==> src/rtl/mem_rr_arbiter.sv <==
// mem_rr_arbiter: shares one simple dual-port RAM between NUM_REQ clients.
// The write and read ports each have an independent round-robin arbiter.
// Each granted read is tagged with the issuing requester's index. The
// returned data and valid are routed back to that requester one cycle later.
module mem_rr_arbiter #(
  parameter int NUM_REQ = 4,
  parameter int DATA_W  = 8,
  parameter int ADDR_W  = 8
) (
  input  logic                      clk,
  input  logic                      rst_n,
  input  logic [NUM_REQ-1:0]        rq_wr_vld_i,
  input  logic [NUM_REQ*ADDR_W-1:0] rq_wr_addr_i,
  input  logic [NUM_REQ*DATA_W-1:0] rq_wr_data_i,
  output logic [NUM_REQ-1:0]        rq_wr_rdy_o,
  input  logic [NUM_REQ-1:0]        rq_rd_vld_i,
  input  logic [NUM_REQ*ADDR_W-1:0] rq_rd_addr_i,
  output logic [NUM_REQ-1:0]        rq_rd_rdy_o,
  output logic [NUM_REQ-1:0]        rq_rsp_vld_o,
  output logic [DATA_W-1:0]         rq_rsp_data_o,
  output logic                      m_wr_vld_o,
  output logic [ADDR_W-1:0]         m_wr_addr_o,
  output logic [DATA_W-1:0]         m_wr_data_o,
  input  logic                      m_wr_rdy_i,
  output logic                      m_rd_vld_o,
  output logic [ADDR_W-1:0]         m_rd_addr_o,
  input  logic [DATA_W-1:0]         m_rd_data_i,
  input  logic                      m_rd_rdy_i
);

  localparam int ID_W = (NUM_REQ > 2) ? $clog2(NUM_REQ) : 1;

  // First requester at or after ptr (wrapping) with its valid bit set.
  function automatic logic [ID_W-1:0] rr_pick(input logic [NUM_REQ-1:0] vld,
                                              input logic [ID_W-1:0]    ptr);
    logic [ID_W-1:0] pick;
    logic            found;
    int              idx;
    pick  = '0;
    found = 1'b0;
    for (int k = 0; k < NUM_REQ; k++) begin
      idx = int'(ptr) + k;
      if (idx >= NUM_REQ) idx = idx - NUM_REQ;
      if (!found && vld[idx[ID_W-1:0]]) begin
        pick  = idx[ID_W-1:0];
        found = 1'b1;
      end
    end
    return pick;
  endfunction

  // Pointer value just past the winner, wrapping at NUM_REQ.
  function automatic logic [ID_W-1:0] rr_next(input logic [ID_W-1:0] w);
    return (int'(w) == NUM_REQ - 1) ? '0 : w + 1'b1;
  endfunction

  logic [ID_W-1:0]   wr_ptr_reg, wr_ptr_next;
  logic [ID_W-1:0]   rd_ptr_reg, rd_ptr_next;
  logic              tag_vld_reg;
  logic [ID_W-1:0]   tag_id_reg;

  logic              wr_any, rd_any;
  logic [ID_W-1:0]   wr_win, rd_win;

  logic [ADDR_W-1:0] wr_addr_arr [NUM_REQ];
  logic [DATA_W-1:0] wr_data_arr [NUM_REQ];
  logic [ADDR_W-1:0] rd_addr_arr [NUM_REQ];

  // Unpack the flat request buses and build the one-hot per-requester strobes.
  for (genvar gi = 0; gi < NUM_REQ; gi++) begin : g_req
    assign wr_addr_arr[gi]  = rq_wr_addr_i[gi*ADDR_W +: ADDR_W];
    assign wr_data_arr[gi]  = rq_wr_data_i[gi*DATA_W +: DATA_W];
    assign rd_addr_arr[gi]  = rq_rd_addr_i[gi*ADDR_W +: ADDR_W];
    assign rq_wr_rdy_o[gi]  = wr_any & m_wr_rdy_i & (wr_win == ID_W'(gi));
    assign rq_rd_rdy_o[gi]  = rd_any & (rd_win == ID_W'(gi));
    // A read-valid from memory with no outstanding tag is silently dropped.
    assign rq_rsp_vld_o[gi] = tag_vld_reg & m_rd_rdy_i & (tag_id_reg == ID_W'(gi));
  end

  assign wr_any      = |rq_wr_vld_i;
  assign rd_any      = |rq_rd_vld_i;
  assign wr_win      = rr_pick(rq_wr_vld_i, wr_ptr_reg);
  assign rd_win      = rr_pick(rq_rd_vld_i, rd_ptr_reg);
  assign wr_ptr_next = rr_next(wr_win);
  assign rd_ptr_next = rr_next(rd_win);

  assign m_wr_vld_o    = wr_any;
  assign m_wr_addr_o   = wr_any ? wr_addr_arr[wr_win] : '0;
  assign m_wr_data_o   = wr_any ? wr_data_arr[wr_win] : '0;
  assign m_rd_vld_o    = rd_any;
  assign m_rd_addr_o   = rd_any ? rd_addr_arr[rd_win] : '0;
  assign rq_rsp_data_o = m_rd_data_i;

  // Write pointer advances only on a completed memory write handshake.
  always_ff @(posedge clk or negedge rst_n) begin
    if (!rst_n) begin
      wr_ptr_reg <= '0;
    end else if (wr_any && m_wr_rdy_i) begin
      wr_ptr_reg <= wr_ptr_next;
    end
  end

  // Read pointer advances on every grant; the read port never stalls.
  always_ff @(posedge clk or negedge rst_n) begin
    if (!rst_n) begin
      rd_ptr_reg <= '0;
    end else if (rd_any) begin
      rd_ptr_reg <= rd_ptr_next;
    end
  end

  // Tag register tracks who owns the data the memory returns next cycle.
  always_ff @(posedge clk or negedge rst_n) begin
    if (!rst_n) begin
      tag_vld_reg <= 1'b0;
      tag_id_reg  <= '0;
    end else begin
      tag_vld_reg <= rd_any;
      if (rd_any) begin
        tag_id_reg <= rd_win;
      end
    end
  end

endmodule

==> config.mk <==
export PLATFORM = sky130hd
export DESIGN_NAME = mem_rr_arbiter
export DESIGN_NICKNAME = d
export VERILOG_FILES = /design/src/rtl/mem_rr_arbiter.sv
export SDC_FILE = /design/constraint.sdc
export NUM_CORES = 1
export LEC_CHECK = 0
export CORE_MARGIN = 4
export CORE_UTILIZATION = 30
export CTS_CLUSTER_DIAMETER = 60
export DETAILED_ROUTE_END_ITERATION = 10
export GPL_TIMING_DRIVEN = 0
export PLACE_DENSITY = 0.89
export SYNTH_ARGS = -nofsm -noshare
export SYNTH_HDL_FRONTEND = slang
export SYNTH_SLANG_ARGS = --single-unit
==> constraint.sdc <==
create_clock -name clk -period 3.2 [get_ports clk]
set_input_delay 0.32 -clock clk [delete_from_list [all_inputs] [get_ports clk]]
set_output_delay 0.32 -clock clk [all_outputs]
set_load 0.1 [all_outputs]
-- After elaboration in Yosys (flattened, before gate mapping)
Cells that the tools add are included.
- register bits after elaboration: 7
- input port bits: 116
- logic and storage cells: 135
- reduce and logical (&&, ||, !) cells: 18
- $add $sub $neg: 16
- order comparisons: 18
- bitwise logic cells: 16
- equal/unequal tests: 11
- mux-type cells: 52
- operators with widths (cell ; number):
    $mux W8 ; 9
    $bmux W8 S2 ; 3
    $mux W2 ; 18
    $ge A3 B3 Y1 const B ; 8
    $lt A2 B3 Y1 const B ; 8
    $bmux W1 S2 ; 8
    $sub A2 B1 Y2 const B ; 8
    $and A1 B1 Y1 ; 14
    $mux W1 ; 14
    $add A2 B2 Y3 const B ; 4
    $eq A2 B2 Y1 const B ; 6
    $eq A2 B1 Y1 const B ; 5
    $reduce_or A4 Y1 ; 2
    $logic_and A1 B1 Y1 ; 7
    $add A2 B1 Y3 const B ; 2
    $ge A2 B3 Y1 const B ; 2
    $logic_not A1 Y1 ; 6
    $logic_not A2 Y1 ; 3
    $not A2 Y3 ; 2
    $add A2 B1 Y2 const B ; 2

-- Logic depth before layout (Yosys ltp)
Gate-level depths: netlist of the first run.
- depth after elaboration: 19
- depth in mapped cells: 9

-- Least setup slack after synthesis of the first run
No wires, ideal clock.
- kind: input to output
- from: input port rq_rd_vld_i[2]
- to: output port m_rd_addr_o[0]
- stages on the path: 4
- buffers on the path: 0
- slack: -0.022 ns
- arrival: 2.902 ns
- required time: 2.880 ns
- path through: nor4_1 -> inv_1 -> nand2_1 -> o22ai_1
- elaborated cells on any way between the ends: 27
- RTL lines (element ; RTL line ; source):
    start, declared ; 16 ; input logic [NUM_REQ-1:0] rq_rd_vld_i,
    $reduce_or A4 Y1 ; 81 ; assign rd_any = |rq_rd_vld_i;
    net m_rd_vld_o ; 25 ; output logic m_rd_vld_o,
    $mux W8 ; 91 ; assign m_rd_addr_o = rd_any ? rd_addr_arr[rd_win] : '0;
    end, declared ; 26 ; output logic [ADDR_W-1:0] m_rd_addr_o,
The timed path passes the listed nets, and every way through them passes these cells. The select of a mux whose other input is x is not followed.

-- Worst setup path after layout of the first run
- from: input port rq_rd_vld_i[0]
- to: output port rq_rd_rdy_o[2]
- longest elaborated chain between the ends: 14
- elaborated cells on any way between the ends: 24
- ends and longest elaborated chain (element ; RTL line ; source):
    $bmux W1 S2 ; 44 ; if (!found && vld[idx[ID_W-1:0]]) begin
    $mux W1 (implied by the code) ; 44 ;
    $mux W1 ; 44 ;
    $logic_not A1 Y1 ; 44 ;
    $logic_and A1 B1 Y1 ; 44 ;
    $mux W1 ; 44 ;
    $logic_not A1 Y1 ; 44 ;
    $logic_and A1 B1 Y1 ; 44 ;
    $mux W1 ; 44 ;
    $logic_not A1 Y1 ; 44 ;
    $logic_and A1 B1 Y1 ; 44 ;
    $mux W2 * ; 44 ;
    net rd_win[1] ; 63 ; logic [ID_W-1:0] wr_win, rd_win;
    $eq A2 B2 Y1 * ; 75 ; assign rq_rd_rdy_o[gi] = rd_any & (rd_win == ID_W'(gi));
    $and A1 B1 Y1 * ; 75 ;
    end, declared ; 18 ; output logic [NUM_REQ-1:0] rq_rd_rdy_o,
Mark *: on every way through the listed nets, which the timed path passes. The rest lies on a longest branch. The select of a mux whose other input is x is not followed.

==> results of run 1 <==
power by group through the flow:
stage	Combinational (mW)	Clock (mW)	Sequential [mW]
floorplan	1.73	0	0.146
global placement	2.26	0	0.154
detailed placement	2.28	0	0.157
CTS	2.18	0.123	0.156
global route	2.25	0.128	0.161
finish	2.16	0.120	0.158
layout make-up:
type	count	area [µm²]	area share, %
tap	52	65.1	2.21
buffer	18	145	4.93
sequential	7	175	5.95
multi-input combinational	131	1040	35.2
clock buffer	4	45.0	1.53
inverter	8	30.0	1.02
timing repair buffer	153	1450	49.1
layer usage:
metal	wire [µm]	GRT usage (%)	part of all wire (%)
met5	0	0	0
met2	2820	32.3	50
met3	999	8.31	18
met1	1760	15.7	31
met4	87	4.27	1.5
synthesized netlist by cell type:
master     number  area (µm²)
buf_2           1        5.00
and3_1          4        25.0
nor4_1          1        6.26
buf_12          1        20.0
nor3_2          1        10.0
ha_1            8         100
inv_1           8        30.0
clkbuf_1        3        11.3
o22ai_1        25         156
a211o_1         1        8.76
a21oi_1         8        40.0
nand2b_1        1        6.26
buf_4          10        75.1
nand2_1        12        45.0
dfrtp_1         7         175
o2bb2ai_1       2        17.5
or4_1           1        7.51
nor2_1          3        11.3
and4_1          1        8.76
o21a_1          1        7.51
o21ai_0         1        5.00
buf_6           3        33.8
nand3b_1        2        15.0
and2_1          5        31.3
mux2i_1        50         500
nor3b_1         3        22.5
nor3_1          1        5.00
cells in the final DEF, fill, tap and decap left out, types with 2 or more instances in the layout:
| cell type | count |
|---|---|
| o22ai_1 | 25 |
| nand3b_1 | 2 |
| clkdlybuf4s50_1 | 121 |
| and2_1 | 5 |
| inv_1 | 8 |
| clkdlybuf4s15_2 | 3 |
| a21oi_1 | 8 |
| buf_4 | 10 |
| clkdlybuf4s15_1 | 2 |
| clkbuf_2 | 15 |
| clkbuf_8 | 3 |
| buf_6 | 3 |
| clkbuf_1 | 4 |
| nor3b_1 | 3 |
| and3_1 | 4 |
| mux2i_1 | 50 |
| dfrtp_1 | 7 |
| ha_1 | 8 |
| dlygate4sd2_1 | 12 |
| nor2_1 | 3 |
| nand2_1 | 12 |
worst max-delay path, stage by stage:
cell	delay, ns
clkdlybuf4s50_1	0.54
a21oi_1	0.08
o21a_1	0.17
o22ai_1	0.23
clkbuf_1	0.43
inv_1	0.13
ha_1	0.21
and2_1	0.13
dlygate4sd2_1	0.59
stage by stage:
step,instances,power (mW),worst slack [ns]
detailed placement,369,2.44,-0.530
global route,373,2.54,-0.125
CTS,373,2.46,0.0108
global placement,369,2.42,-0.543
floorplan,164,1.88,-0.0221
finish,373,2.43,0.0453
final timing paths:
kind | to | slack (ns)
min in group clk | wr_ptr_reg[0] | 0.56
min reg2reg | wr_ptr_reg[0] | 0.56
max | rq_rd_rdy_o[2] | 0.05
max in group asynchronous | tag_id_reg[0] | 2.62
min | tag_vld_reg | 0.35
max reg2reg | rd_ptr_reg[1] | 1.17
logic make-up (layout without fill, tap and decap cells):
| group | after synthesis | count (layout) | synth area share [%] |
|---|---|---|---|
| buffers and inverters | 26 | 183 | 12.7 |
| AOI/OAI and AO/OA | 38 | 38 | 17.0 |
| and+or+nand+nor | 35 | 35 | 14.1 |
| adders and majority gates | 8 | 8 | 7.25 |
| muxes | 50 | 50 | 36.3 |
| DFF | 7 | 7 | 12.7 |
==> results.yml, run 1 <==
cells_and_area:
  area_growth_pct: 113
  antennaDiodeCount: 0
  final_cell_area_um2: 2940
  final_nets: 446
  final_core_util_pct: 66.6
  drive_above_1_share_pct: 11.8
  n_fill_cell: 374
power:
  p_seq_share_pct: 6.5
  combPwrFrac_pct: 88.6
  p_per_area_nw_per_um2: 828
  p_clk_share_pct: 4.9
  p_int_uw: 755
  swShare_pct: 69.0
  leakage_nw: 1.37
  ir_drop_mv: 0.623
  power_switching_mw: 1.68
floorplan:
  rows: 24
  initial_core_util_pct: 31.3
  die_h_um: 75.8
  dieArea_um2: 5750
  dieWidth_um: 75.8
  io_pins: 162
  coreArea_um2: 4410
run:
  cap_viol_max_count: 0
sta:
  finClkSkew_ns: 0.000987
  max_freq_mhz: 317
  period_share_pct: 98.6
  finalSetupViolCount: 0
  timing.slew.headroom_pct: 34.0
  drv_slew: 0
  hold_viol: 0
  fin_hold_ws_ns: 0.353
  period_needed_ns: 3.15
  setup_tns_ns: 0
  grt_setup_unrepaired: "yes"
  worst_slew_pin_slew_ns: 0.986
logic_synthesis:
  syn_area_um2: 1380
  synth_nets: 288
  syn_area_per_cell_um2: 8.42
  synth-seq-cells: 7
  synth_cell_types: 27
  yosysWarningCount: 0
  syn-instance-count: 164
  ys_seq_area_share_pct: 12.7
clock_network:
  cts_max_path_buffers: 2
  cts_resized: 40
  cts_made_buffers: 3
  cts-root-buf: "clkbuf_8"
  cts-hold-fix-buffers: 0
  insertion_delay_ns: 0.22
  cts_sinks: 7
  postCtsSetupRepairBufs: 0
  path_clk_slew_ns: 0.04
  htree_num_levels: 1
  cts_tree: "built"
worst_setup_path:
  reg2reg_depth: 8
  arrival_ns: 2.83
  crit_required_ns: 2.88
  startpoint_type: "primary input"
  criticalPathCategory: "in2out"
  crit_start: "rq_rd_vld_i[0]"
  cp-end-kind: "output port"
  cp_max_fo: 11
  r2r_start: "rd_ptr_reg[1]"
route:
  drtPass1Iterations: 4
  drc: 0
  routedWlPerCell_um: 15.2
  dr_total_vias: 1893
  vias_per_cell: 5.08
  drt_iter0_markers: 92
  routed_wl_um: 5670
  ant_nets: 0
global_routing:
  grt_pass1_vias: 1761
  gr-total-overflow: 0
  grt_max_degree: 12
  antenna_found_initial: 0
  grt_pass1_wl_um: 7710
  grtUsageTotal_pct: 16.9
placement:
  port_buffers: 153
  hpwl_um: 4930
  place_congestion: 0.775
  place_area_um2: 2980
hold_path:
  worstHoldPathType: "in2async"
status:
  outcome: "finished, final reports clean"
No activity file was read; power rests on OpenSTA's default activity.
==> run 2, diff against run 1 <==
--- a/config.mk
+++ b/config.mk
@@ -11,6 +11,7 @@
 export DETAILED_ROUTE_END_ITERATION = 10
 export GPL_TIMING_DRIVEN = 0
 export PLACE_DENSITY = 0.89
+export SETUP_SLACK_MARGIN = 0.4
 export SYNTH_ARGS = -nofsm -noshare
 export SYNTH_HDL_FRONTEND = slang
 export SYNTH_SLANG_ARGS = --single-unit
==> results.yml, run 2 (synthesis results as in run 1) <==
placement:
  place_congestion: 0.725
  placedCellCount: 369
  hpwl_um: 5330
  dpl_worst_slack_ns: -0.890
  place_area_um2: 3090
  port_buffers: 153
sta:
  setup_tns_ns: 0
  finalWorstSetupSlack_ns: 0.433
  period_needed_ns: 2.77
  max_freq_mhz: 361
  timing.slew.headroom_pct: 34.0
  finalSetupViolCount: 0
  hold_viol: 0
  worst_slew_pin_slew_ns: 0.987
  grt_setup_unrepaired: "yes"
  drv_slew: 0
  period_share_pct: 86.5
  finClkSkew_ns: 0.00245
global_routing:
  gr-total-overflow: 0
  antenna_found_initial: 0
  grt_pass1_wl_um: 8470
  grt_pass1_vias: 1916
  grtUsageTotal_pct: 19.0
  grt_max_degree: 12
clock_network:
  cts_made_buffers: 3
  cts-hold-fix-buffers: 0
  postCtsSetupRepairBufs: 0
  cts_tree: "built"
  insertion_delay_ns: 0.22
  cts-root-buf: "clkbuf_8"
  path_clk_slew_ns: 0.04
  cts_max_path_buffers: 2
  cts_resized: 120
  htree_num_levels: 1
  cts_sinks: 7
cells_and_area:
  final_nets: 446
  drive_above_1_share_pct: 23.1
  final_cells: 373
  final_common_cell: "clkdlybuf4s50_1"
  area_growth_pct: 121
  layout_common_cells: "clkdlybuf4s50_1, mux2i_1, buf_2, o22ai_2"
  final_cell_area_um2: 3050
  antennaDiodeCount: 0
worst_setup_path:
  crit_family: "buffers and inverters"
  cp_slowest_stage_delay_ns: 0.47
  critical_path.cell_chain: "clkdlybuf4s50_1 > a21oi_1 > o2bb2ai_4 > buf_4 > ha_1 > and3_1 > buf_2"
  crit_required_ns: 2.88
  cp_num_buf_inv: 3
  cp_max_fo: 11
  cp-end-kind: "output port"
  criticalPathCategory: "in2out"
  slowest_stage: "clkdlybuf4s50_1"
  arrival_ns: 2.45
  startpoint_type: "primary input"
floorplan:
  dieWidth_um: 75.8
  coreArea_um2: 4410
  io_pins: 162
  rows: 24
  die_h_um: 75.8
  initial_core_util_pct: 31.3
  dieArea_um2: 5750
route:
  vias_per_cell: 5.11
  drt_iter0_markers: 29
  drtPass1Iterations: 4
  drc: 0
  routedWlPerCell_um: 16.3
  routed_wl_um: 6090
  dr_total_vias: 1906
  ant_nets: 0
hold_path:
  worstHoldPathType: "in2async"
status:
  outcome: "finished, final reports clean"
power:
  leakage_nw: 1.40
  p_per_area_nw_per_um2: 826
  ir_drop_mv: 0.555
run:
  cap_viol_max_count: 0
[run 2: changes by cell type in the layout (fill, tap and decap cells not counted), sizes merged]
cell	change
dlygate4sd2	-10
clkbuf	-8
clkdlybuf4s50	-2
clkdlybuf4s15	-2
clkdlybuf4s18	+1
buf	+21
[run 2: worst reg2reg max path: cells and delay by family (launching register included)]
kind | cells | cell delay, ns
DFF | 1 | 0.35
adders and majority gates | 1 | 0.28
and+or+nand+nor | 1 | 0.05
buffers and inverters | 3 | 0.45
AOI/OAI and AO/OA | 3 | 0.64
[run 2: layout make-up]
| cell class | instances | area [µm²] |
|---|---|---|
| Sequential cell | 7 | 175 |
| Inverter | 8 | 30.0 |
| Multi-Input combinational cell | 131 | 1170 |
| Tap cell | 52 | 65.1 |
| Clock buffer | 4 | 45.0 |
| Buffer | 18 | 153 |
| Timing Repair Buffer | 153 | 1410 |
| Fill cell | 375 | 1360 |
[run 2: final timing paths]
kind                                start             end  slack [ns]  depth (start not counted)
max                        rq_wr_vld_i[2]  rq_wr_rdy_o[0]        0.43                          7
min                                 rst_n   wr_ptr_reg[1]        0.35                          1
max reg2reg                 wr_ptr_reg[0]   wr_ptr_reg[1]        1.31                          8
min reg2reg                 tag_id_reg[0]   tag_id_reg[0]        0.58                          2
max in group asynchronous           rst_n   tag_id_reg[1]        2.62                          1
min in group clk            tag_id_reg[0]   tag_id_reg[0]        0.58                          2
[run 2: layer usage]
metal,track usage (%),share of wire (%),vias to the layer above
met5,0,0,-
met4,3.69,0.97,0
met3,7.12,14,6
met2,39.6,52,119
met1,16.9,33,856
li1,-,-,925
[run 2: per-stage QoR]
stage	total power [mW]	hold WS (ns)	util, %
finish	2.52	0.350	69.1
global route	2.63	0.371	69.1
CTS	2.59	0.358	71.7
detailed placement	2.51	0.556	69.9
global placement	2.49	0.539	69.9
floorplan	1.95	0.0244	-
[run 2: where the power goes]
part	internal, mW	total [mW]	switching [mW]
Sequential	0.118	0.159	0.0410
Clock	0.0859	0.121	0.0349
Combinational	0.602	2.24	1.64
Total	0.806	2.52	1.72
